**config.mk**
```make
export PLATFORM = sky130hd
export DESIGN_NAME = axis_cmd_arbiter_128
export DESIGN_NICKNAME = d
export VERILOG_FILES = /design/src/rtl/axis_cmd_arbiter_128.sv
export SDC_FILE = /design/constraint.sdc
export NUM_CORES = 1
export LEC_CHECK = 0
export BUFFER_PORTS_ARGS = -buffer_cell sky130_fd_sc_hd__buf_2
export CORE_AREA = 10 10 165 167
export CTS_BUF_LIST = sky130_fd_sc_hd__clkbuf_8
export DETAILED_ROUTE_END_ITERATION = 12
export DIE_AREA = 0 0 175 177
export GPL_TIMING_DRIVEN = 1
export PLACE_DENSITY = 0.65
export SYNTH_ARGS = -nofsm -noshare
export SYNTH_HDL_FRONTEND = slang
export SYNTH_SLANG_ARGS = --single-unit
```
**constraint.sdc**
```tcl
create_clock -name AXIS_ACLK -period 10.8 [get_ports AXIS_ACLK]
set_input_delay 1.62 -clock AXIS_ACLK [delete_from_list [all_inputs] [get_ports AXIS_ACLK]]
set_output_delay 1.62 -clock AXIS_ACLK [all_outputs]
set_load 0.005 [all_outputs]
```
**src/rtl/axis_cmd_arbiter_128.sv**
```systemverilog
// Two-port AXI4-Stream round-robin packet arbiter with a registered output stage.
// Define AXIS_ARB_STATS_EN to add the BEATS0/BEATS1 accepted-beat counters.
module axis_cmd_arbiter_128 #(
    parameter int C_DATA_WIDTH    = 128,
    parameter int C_LOCK_ON_TLAST = 1
) (
    input  logic                      AXIS_ACLK,
    input  logic                      AXIS_ARESET,
    input  logic [C_DATA_WIDTH-1:0]   S0_AXIS_TDATA,
    input  logic [C_DATA_WIDTH/8-1:0] S0_AXIS_TKEEP,
    input  logic                      S0_AXIS_TLAST,
    input  logic                      S0_AXIS_TVALID,
    output logic                      S0_AXIS_TREADY,
    input  logic [C_DATA_WIDTH-1:0]   S1_AXIS_TDATA,
    input  logic [C_DATA_WIDTH/8-1:0] S1_AXIS_TKEEP,
    input  logic                      S1_AXIS_TLAST,
    input  logic                      S1_AXIS_TVALID,
    output logic                      S1_AXIS_TREADY,
    output logic [C_DATA_WIDTH-1:0]   M_AXIS_TDATA,
    output logic [C_DATA_WIDTH/8-1:0] M_AXIS_TKEEP,
    output logic                      M_AXIS_TLAST,
    output logic                      M_AXIS_TVALID,
    input  logic                      M_AXIS_TREADY,
`ifdef AXIS_ARB_STATS_EN
    output logic [31:0]               BEATS0,
    output logic [31:0]               BEATS1,
`endif
    output logic [1:0]                GRANT_ID
);

    localparam int KW   = C_DATA_WIDTH / 8;
    localparam bit LOCK = (C_LOCK_ON_TLAST != 0);

    typedef enum logic [1:0] {
        IDLE   = 2'b00,
        GRANT0 = 2'b01,
        GRANT1 = 2'b10
    } state_t;

    state_t                  state;
    logic                    last_served;
    logic                    pkt_open;
    logic                    out_free;
    logic                    accept0;
    logic                    accept1;
    logic                    accept;
    logic                    release_evt;
    logic [C_DATA_WIDTH-1:0] sel_data;
    logic [KW-1:0]           sel_keep;
    logic                    sel_last;

    assign out_free       = M_AXIS_TREADY || !M_AXIS_TVALID;
    assign S0_AXIS_TREADY = (state == GRANT0) && out_free;
    assign S1_AXIS_TREADY = (state == GRANT1) && out_free;
    assign accept0        = S0_AXIS_TREADY && S0_AXIS_TVALID;
    assign accept1        = S1_AXIS_TREADY && S1_AXIS_TVALID;
    assign accept         = accept0 || accept1;
    assign sel_data       = accept1 ? S1_AXIS_TDATA : S0_AXIS_TDATA;
    assign sel_keep       = accept1 ? S1_AXIS_TKEEP : S0_AXIS_TKEEP;
    assign sel_last       = accept1 ? S1_AXIS_TLAST : S0_AXIS_TLAST;
    assign release_evt    = accept && (!LOCK || sel_last);
    assign GRANT_ID       = state;

    // A grant held between packets (pkt_open low) is dropped once its port goes quiet,
    // so a port that finished its packet cannot starve the other one.
    always_ff @(posedge AXIS_ACLK or posedge AXIS_ARESET) begin
        if (AXIS_ARESET) begin
            state       <= IDLE;
            last_served <= 1'b1;
            pkt_open    <= 1'b0;
        end else begin
            if (accept)
                pkt_open <= !release_evt;
            case (state)
                IDLE: begin
                    if (S0_AXIS_TVALID && S1_AXIS_TVALID)
                        state <= last_served ? GRANT0 : GRANT1;
                    else if (S0_AXIS_TVALID)
                        state <= GRANT0;
                    else if (S1_AXIS_TVALID)
                        state <= GRANT1;
                end
                GRANT0: begin
                    if (release_evt) begin
                        last_served <= 1'b0;
                        state <= S1_AXIS_TVALID ? GRANT1 : (S0_AXIS_TVALID ? GRANT0 : IDLE);
                    end else if (!pkt_open && !S0_AXIS_TVALID) begin
                        state <= S1_AXIS_TVALID ? GRANT1 : IDLE;
                    end
                end
                GRANT1: begin
                    if (release_evt) begin
                        last_served <= 1'b1;
                        state <= S0_AXIS_TVALID ? GRANT0 : (S1_AXIS_TVALID ? GRANT1 : IDLE);
                    end else if (!pkt_open && !S1_AXIS_TVALID) begin
                        state <= S0_AXIS_TVALID ? GRANT0 : IDLE;
                    end
                end
                default: state <= IDLE;
            endcase
        end
    end

    always_ff @(posedge AXIS_ACLK or posedge AXIS_ARESET) begin
        if (AXIS_ARESET) begin
            M_AXIS_TVALID <= 1'b0;
            M_AXIS_TDATA  <= '0;
            M_AXIS_TKEEP  <= '0;
            M_AXIS_TLAST  <= 1'b0;
        end else if (accept) begin
            M_AXIS_TVALID <= 1'b1;
            M_AXIS_TDATA  <= sel_data;
            M_AXIS_TKEEP  <= sel_keep;
            M_AXIS_TLAST  <= sel_last;
        end else if (M_AXIS_TREADY) begin
            M_AXIS_TVALID <= 1'b0;
        end
    end

`ifdef AXIS_ARB_STATS_EN
    always_ff @(posedge AXIS_ACLK or posedge AXIS_ARESET) begin
        if (AXIS_ARESET) begin
            BEATS0 <= '0;
            BEATS1 <= '0;
        end else begin
            if (accept0)
                BEATS0 <= BEATS0 + 32'd1;
            if (accept1)
                BEATS1 <= BEATS1 + 32'd1;
        end
    end
`endif

endmodule

```
==> impl_metrics.env, run 1 <==
export IMPL_seq_area_frac_synth_pct=53.37
export IMPL_place_ws_ns=6.596
export IMPL_cts_resized=0
export IMPL_fill_cells=2436
export IMPL_grt_pass1_vias=6612
export IMPL_synthToLayoutAreaGrowth_pct=40.12
export IMPL_ys_ff_latch=150
export IMPL_hp_class="flop to flop"
export IMPL_die_y_um=177
export IMPL_diodes=0
export IMPL_clk_pin_slew_worst_paths_ns=0.07
export IMPL_tritoncts="yes"
export IMPL_reg2regPathDepth=5
export IMPL_power_density_nw_per_um2=264.7
export IMPL_cts_path_max_buffers=2
export IMPL_grt_pass1_wl_mm=37.29
export IMPL_drive_gt1_share_pct=44.38
export IMPL_vdd_drop_max_uv=98.13
export IMPL_layout_nets=1378
export IMPL_vias=6236
export IMPL_avgRoutedWirePerCell_um=17.68
export IMPL_post_route_period_util_pct=38.82
export IMPL_post_cts_setup_buffer_count=0
export IMPL_fin_skew_ns=0.01481
export IMPL_drtAntennaViolNets=0
export IMPL_cp_data_required_time_ns=9.18
export IMPL_yosys_warnings=0
export IMPL_numCtsBuffers=17
export IMPL_yosysUniqueCellTypes=24
export IMPL_num_rows=57
export IMPL_cap_violations=0
export IMPL_crit_path_max_fanout=5
export IMPL_leakage_nw=4.527
export IMPL_finalSetupViolations=0
export IMPL_hpwl_mm=20.03
export IMPL_hold_path_startpoint="M_AXIS_TLAST"
export IMPL_r2r_slack_ns=7.73
export IMPL_fmax_ghz=0.2385
export IMPL_synth_area_um2=7035
export IMPL_hold_viol=0
export IMPL_worst_pin_slew_ns=0.9419
export IMPL_vias_per_cell=4.395
export IMPL_drc=0
export IMPL_cts_hold_buf=0
export IMPL_dieArea_um2=30980
export IMPL_globalRouteOverflowTotal=0
export IMPL_fin_crit_ns=4.193
export IMPL_dr_pass1_iters=4
export IMPL_start_kind="input port"
export IMPL_cts_sinks=150
export IMPL_clkLatencyLatePin_ns=0.43
export IMPL_grt_max_degree=104
export IMPL_syn_num_nets=959
export IMPL_worstSetupEndpointType="output port"
export IMPL_min_delay_worst_endpoint="M_AXIS_TLAST"
export IMPL_cts_root_buffer="clkbuf_8"
export IMPL_worst_hold_path_num_cells=1
export IMPL_fin_setup_tns_ns=0
export IMPL_antenna_found_initial=0
export IMPL_die_width_um=175
export IMPL_rsz0062_at_grt="no"
export IMPL_drt_total_wl_mm=25.09
export IMPL_rr_startpoint="GRANT_ID[1]"
export IMPL_arrival_ns=2.57
export IMPL_coreArea_um2=23960
export IMPL_status="finished, final reports clean"
export IMPL_cts_max_level=4
export IMPL_io_buffers=444
export IMPL_crit_type="input port to output port"
export IMPL_max_slew_margin_rel_pct=37.21
export IMPL_initial_core_util_pct=29.36
export IMPL_drt_iter0_drc=394
export IMPL_synth_cells=664
export IMPL_timing_rr_end="M_AXIS_TDATA[85]"
export IMPL_grt_total_usage_pct=15.23
export IMPL_pin_count=445
export IMPL_gp_congestion=0.8790
export IMPL_slew_violations=0
export IMPL_worst_slack_ns=6.607
export IMPL_syn_avg_cell_area_um2=10.60
layer usage:
layer | global-route usage (%) | up-vias | part of all wire [%]
met5 | 0 | - | 0
met4 | 3.391 | 0 | 0.67
met3 | 4.886 | 9 | 7.3
met2 | 26.61 | 237 | 52
met1 | 17.88 | 2861 | 40
li1 | - | 3129 | -
critical path, stage by stage:
cell	delay [ns]
buf_2	0.10
nor2b_1	0.57
nor2b_1	0.12
buf_2	0.16
cells in the mapped netlist:
library cell,instances,area share [%]
a21oi_1,144,10
a21oi_2,1,0.12
a22o_1,2,0.25
a2bb2oi_1,1,0.12
buf_2,24,1.7
buf_4,18,1.9
buf_6,6,0.96
clkbuf_1,2,0.11
dfrtp_1,149,53
dfstp_2,1,0.37
inv_1,2,0.11
mux2i_1,145,21
nand2_1,2,0.11
nand3_1,1,0.071
nand3b_4,2,0.57
nand4b_1,1,0.12
nor2_1,145,7.7
nor2_8,1,0.28
nor2b_1,6,0.53
nor3b_1,1,0.11
o21a_1,4,0.43
o21ai_1,2,0.14
o22ai_1,3,0.27
or2_2,1,0.089
state kept, by name (all words and copies together), names as in the netlist:
signal / count
pkt_open: 1
M_AXIS_TKEEP: 16
last_served: 1
M_AXIS_TVALID: 1
M_AXIS_TLAST: 1
M_AXIS_TDATA: 128
GRANT_ID: 2
power breakdown:
group / internal, mW / total (mW) / leakage (nW) / switching [mW]
Sequential: 0.845 / 1.00 / 1.65 / 0.156
Clock: 0.297 / 0.515 / 0.235 / 0.218
Combinational: 0.492 / 1.09 / 2.64 / 0.602
per-stage QoR:
stage | power [mW] | hold WS (ns) | instance area, um2 | std cells | util [%]
2_1_floorplan | 1.655 | 0.4875 | 7036 | 664 | -
3_3_place_gp | 2.105 | 0.4753 | 9390 | 1388 | 39.19
3_5_place_dp | 2.134 | 0.4921 | 9390 | 1388 | 39.19
4_1_cts | 2.661 | 0.5119 | 9858 | 1419 | 41.14
5_1_grt | 2.838 | 0.5231 | 9858 | 1419 | 41.14
6_report | 2.609 | 0.5026 | 9858 | 1419 | 41.14
layout make-up:
class | count | area, um2 | area share, %
Sequential cell | 150 | 3755 | 38.09
Tap cell | 324 | 405.4 | 4.112
Clock inverter | 14 | 234.0 | 2.373
Multi-Input combinational cell | 462 | 2950 | 29.93
Timing Repair Buffer | 450 | 2267 | 23.00
Inverter | 2 | 12.51 | 0.1269
Clock buffer | 17 | 234.0 | 2.373
layout by cell type, fill, tap and decap left out, drive strengths merged:
| cell | synthesis | final |
|---|---|---|
| dfrtp | 149 | 149 |
| a21oi | 145 | 145 |
| mux2i | 145 | 145 |
| clkinv | 0 | 3 |
| clkinvlp | 0 | 2 |
| o21ai | 2 | 2 |
| nand2 | 2 | 2 |
| dfstp | 1 | 1 |
| nand3b | 2 | 2 |
| nand4b | 1 | 1 |
| nor2b | 6 | 6 |
| bufinv | 0 | 6 |
| nand3 | 1 | 1 |
| or2 | 1 | 1 |
| a2bb2oi | 1 | 1 |
| clkbuf | 2 | 17 |
| o21a | 4 | 4 |
| buf | 48 | 450 |
| nor2 | 146 | 146 |
| o22ai | 3 | 3 |
| nor3b | 1 | 1 |
| a22o | 2 | 2 |
| inv | 2 | 5 |
worst max-delay path by stage:
stage	startpoint	end	slack, ns
after floorplan	AXIS_ARESET	GRANT_ID[0]	5.15
after global placement	M_AXIS_TREADY	S1_AXIS_TREADY	6.57
after detailed placement	M_AXIS_TREADY	S0_AXIS_TREADY	6.60
after CTS	M_AXIS_TREADY	S0_AXIS_TREADY	6.59
after global routing	M_AXIS_TREADY	S1_AXIS_TREADY	6.51
final	M_AXIS_TREADY	S0_AXIS_TREADY	6.61
cell families (layout without fill, tap and decap cells):
| family | after synthesis | in the layout | share of synthesized area, % |
|---|---|---|---|
| mux | 145 | 145 | 20.63 |
| compound gates | 157 | 157 | 11.58 |
| flops | 150 | 150 | 53.37 |
| buf+inv | 52 | 483 | 4.802 |
| simple gates | 160 | 160 | 9.621 |
Note: power is estimated with default switching activity, not from simulation.
==> inputs of run 2 (changes only) <==
- PLACE_DENSITY: 0.65 -> 0.67
- clock period: 10.8 -> 3.85 ns (I/O delays scaled with it)
==> impl_metrics.env, run 2 (synthesis results as in run 1) <==
export IMPL_status="finished, final reports clean"
export IMPL_critPathMaxStageDelay_ns=0.82
export IMPL_start_kind="flop"
export IMPL_crit_path_max_fanout=44
export IMPL_vdd_drop_max_uv=308.5
export IMPL_max_slew_margin_rel_pct=31.52
export IMPL_leakage_nw=4.544
export IMPL_drc=0
export IMPL_num_rows=57
export IMPL_drt_total_wl_mm=24.49
export IMPL_cts_root_buffer="clkbuf_8"
export IMPL_worst_slack_ns=1.351
export IMPL_synthToLayoutAreaGrowth_pct=41.05
export IMPL_clk_pin_slew_worst_paths_ns=0.10
export IMPL_cts_sinks=150
export IMPL_post_cts_setup_buffer_count=0
export IMPL_worstSetupEndpointType="flop"
export IMPL_hpwl_mm=19.22
export IMPL_fill_cells=2365
export IMPL_gp_congestion=0.8756
export IMPL_cap_violations=0
export IMPL_cts_path_max_buffers=2
export IMPL_initial_core_util_pct=29.36
export IMPL_dr_pass1_iters=7
export IMPL_die_width_um=175
export IMPL_coreArea_um2=23960
export IMPL_drt_iter0_drc=360
export IMPL_largest_register="M_AXIS_TDATA"
export IMPL_place_ws_ns=1.263
export IMPL_largest_register_ffs=128
export IMPL_io_buffers=444
export IMPL_vias=6385
export IMPL_swShare_pct=38.66
export IMPL_cp_buffers_inverters=1
export IMPL_cp_data_required_time_ns=4.16
export IMPL_pin_count=445
export IMPL_combPwrFrac_pct=43.7
export IMPL_crit_type="flop to flop"
export IMPL_hold_viol=0
export IMPL_cts_max_level=4
export IMPL_dieArea_um2=30980
export IMPL_avgRoutedWirePerCell_um=17.15
export IMPL_rsz0062_at_grt="no"
export IMPL_fin_skew_ns=0.01655
export IMPL_switchingPower_mw=2.780
export IMPL_path_delay_family="simple AND/OR/NAND/NOR gates"
export IMPL_hp_class="input port to async pin"
export IMPL_clkLatencyLatePin_ns=0.44
export IMPL_tritoncts="yes"
export IMPL_fin_setup_tns_ns=0
export IMPL_drtAntennaViolNets=0
export IMPL_cts_resized=0
export IMPL_fmax_ghz=0.4002
export IMPL_grt_max_degree=151
export IMPL_grt_total_usage_pct=14.78
export IMPL_crit_chain="nand3b_4, nor2_8, buf_12, mux2i_1, a21oi_1"
export IMPL_layout_nets=1386
export IMPL_finalSetupViolations=0
export IMPL_vias_per_cell=4.471
export IMPL_layout_commonest_cell="buf_2"
export IMPL_grt_pass1_vias=6640
export IMPL_arrival_ns=2.81
export IMPL_power_density_nw_per_um2=724.7
export IMPL_antenna_found_initial=0
export IMPL_slew_violations=0
export IMPL_globalRouteOverflowTotal=0
export IMPL_final_cell_mix="buf_2 (444), dfrtp_1 (149), mux2i_1 (145), nor2_1 (145), a21oi_1 (144)"
export IMPL_finish_instance_area_um2=9923
export IMPL_post_route_period_util_pct=64.90
export IMPL_diodes=0
export IMPL_crit_slowest_cell="nor2_8"
export IMPL_worst_pin_slew_ns=1.027
export IMPL_numCtsBuffers=17
export IMPL_intPower_mw=4.411
export IMPL_placed_cell_area_um2=9524
export IMPL_drive_gt1_share_pct=44.84
export IMPL_grt_pass1_wl_mm=36.54
export IMPL_p_clk_share_pct=17.3
export IMPL_p_seq_share_pct=39.0
export IMPL_fin_crit_ns=2.499
export IMPL_cts_hold_buf=0
export IMPL_die_y_um=177
run 2: cell count changes in the layout (fill, tap and decap cells not counted), moves of 2 or more:
cell,delta
buf_12,+6
clkinvlp_4,+4
bufinv_16,-4
buf_4,+2
run 2: per-layer routing:
metal / vias up / track usage (%) / share of wire, %
met1: 2914 / 16.25 / 39
li1: 3163 / - / -
met4: 0 / 5.087 / 1.9
met5: - / 0 / 0
met2: 282 / 25.83 / 51
met3: 26 / 5.441 / 8.5
run 2: power groups by stage:
| stage | Combinational (mW) | Sequential [mW] | Clock (mW) |
|---|---|---|---|
| 2_1_floorplan | 1.79 | 2.86 | 0 |
| 3_3_place_gp | 3.15 | 2.80 | 0 |
| 3_5_place_dp | 3.22 | 2.82 | 0 |
| 4_1_cts | 3.22 | 2.80 | 1.30 |
| 5_1_grt | 3.53 | 2.90 | 1.36 |
| 6_report | 3.14 | 2.80 | 1.25 |
run 2: cell type report:
type	count	area, um2	area share [%]
clock buffers	18	247.7	2.497
flip-flops and latches	150	3755	37.84
inverters	2	11.26	0.1135
clock inverters	14	151.4	1.526
multi-input cells	462	2950	29.73
well taps	324	405.4	4.085
repair buffers	458	2402	24.21
run 2: final timing paths:
path	start	end	slack, ns	cells after the start
max in group asynchronous	AXIS_ARESET	M_AXIS_TKEEP[4]	2.79	3
min in group AXIS_ACLK	S1_AXIS_TLAST	last_served	0.39	2
worst min-delay path	AXIS_ARESET	M_AXIS_TDATA[107]	0.28	3
worst max-delay path	GRANT_ID[0]	M_AXIS_TDATA[11]	1.35	5
worst min register to register	M_AXIS_TLAST	M_AXIS_TLAST	0.50	1
worst max register to register	GRANT_ID[0]	M_AXIS_TDATA[11]	1.35	5
run 2: worst min-delay path, cell delays in order:
cell,delay (ns)
buf_2,0.11
clkinvlp_4,0.07
buf_12,0.49
run 2: per-stage QoR:
step / power, mW / std cells / util [%] / hold WS [ns]
2_1_floorplan: 4.644 / 664 / - / 0.4875
3_3_place_gp: 5.949 / 1396 / 39.75 / 0.4711
3_5_place_dp: 6.045 / 1396 / 39.75 / 0.4839
4_1_cts: 7.328 / 1428 / 41.41 / 0.3431
5_1_grt: 7.799 / 1428 / 41.41 / 0.3243
6_report: 7.192 / 1428 / 41.41 / 0.2824
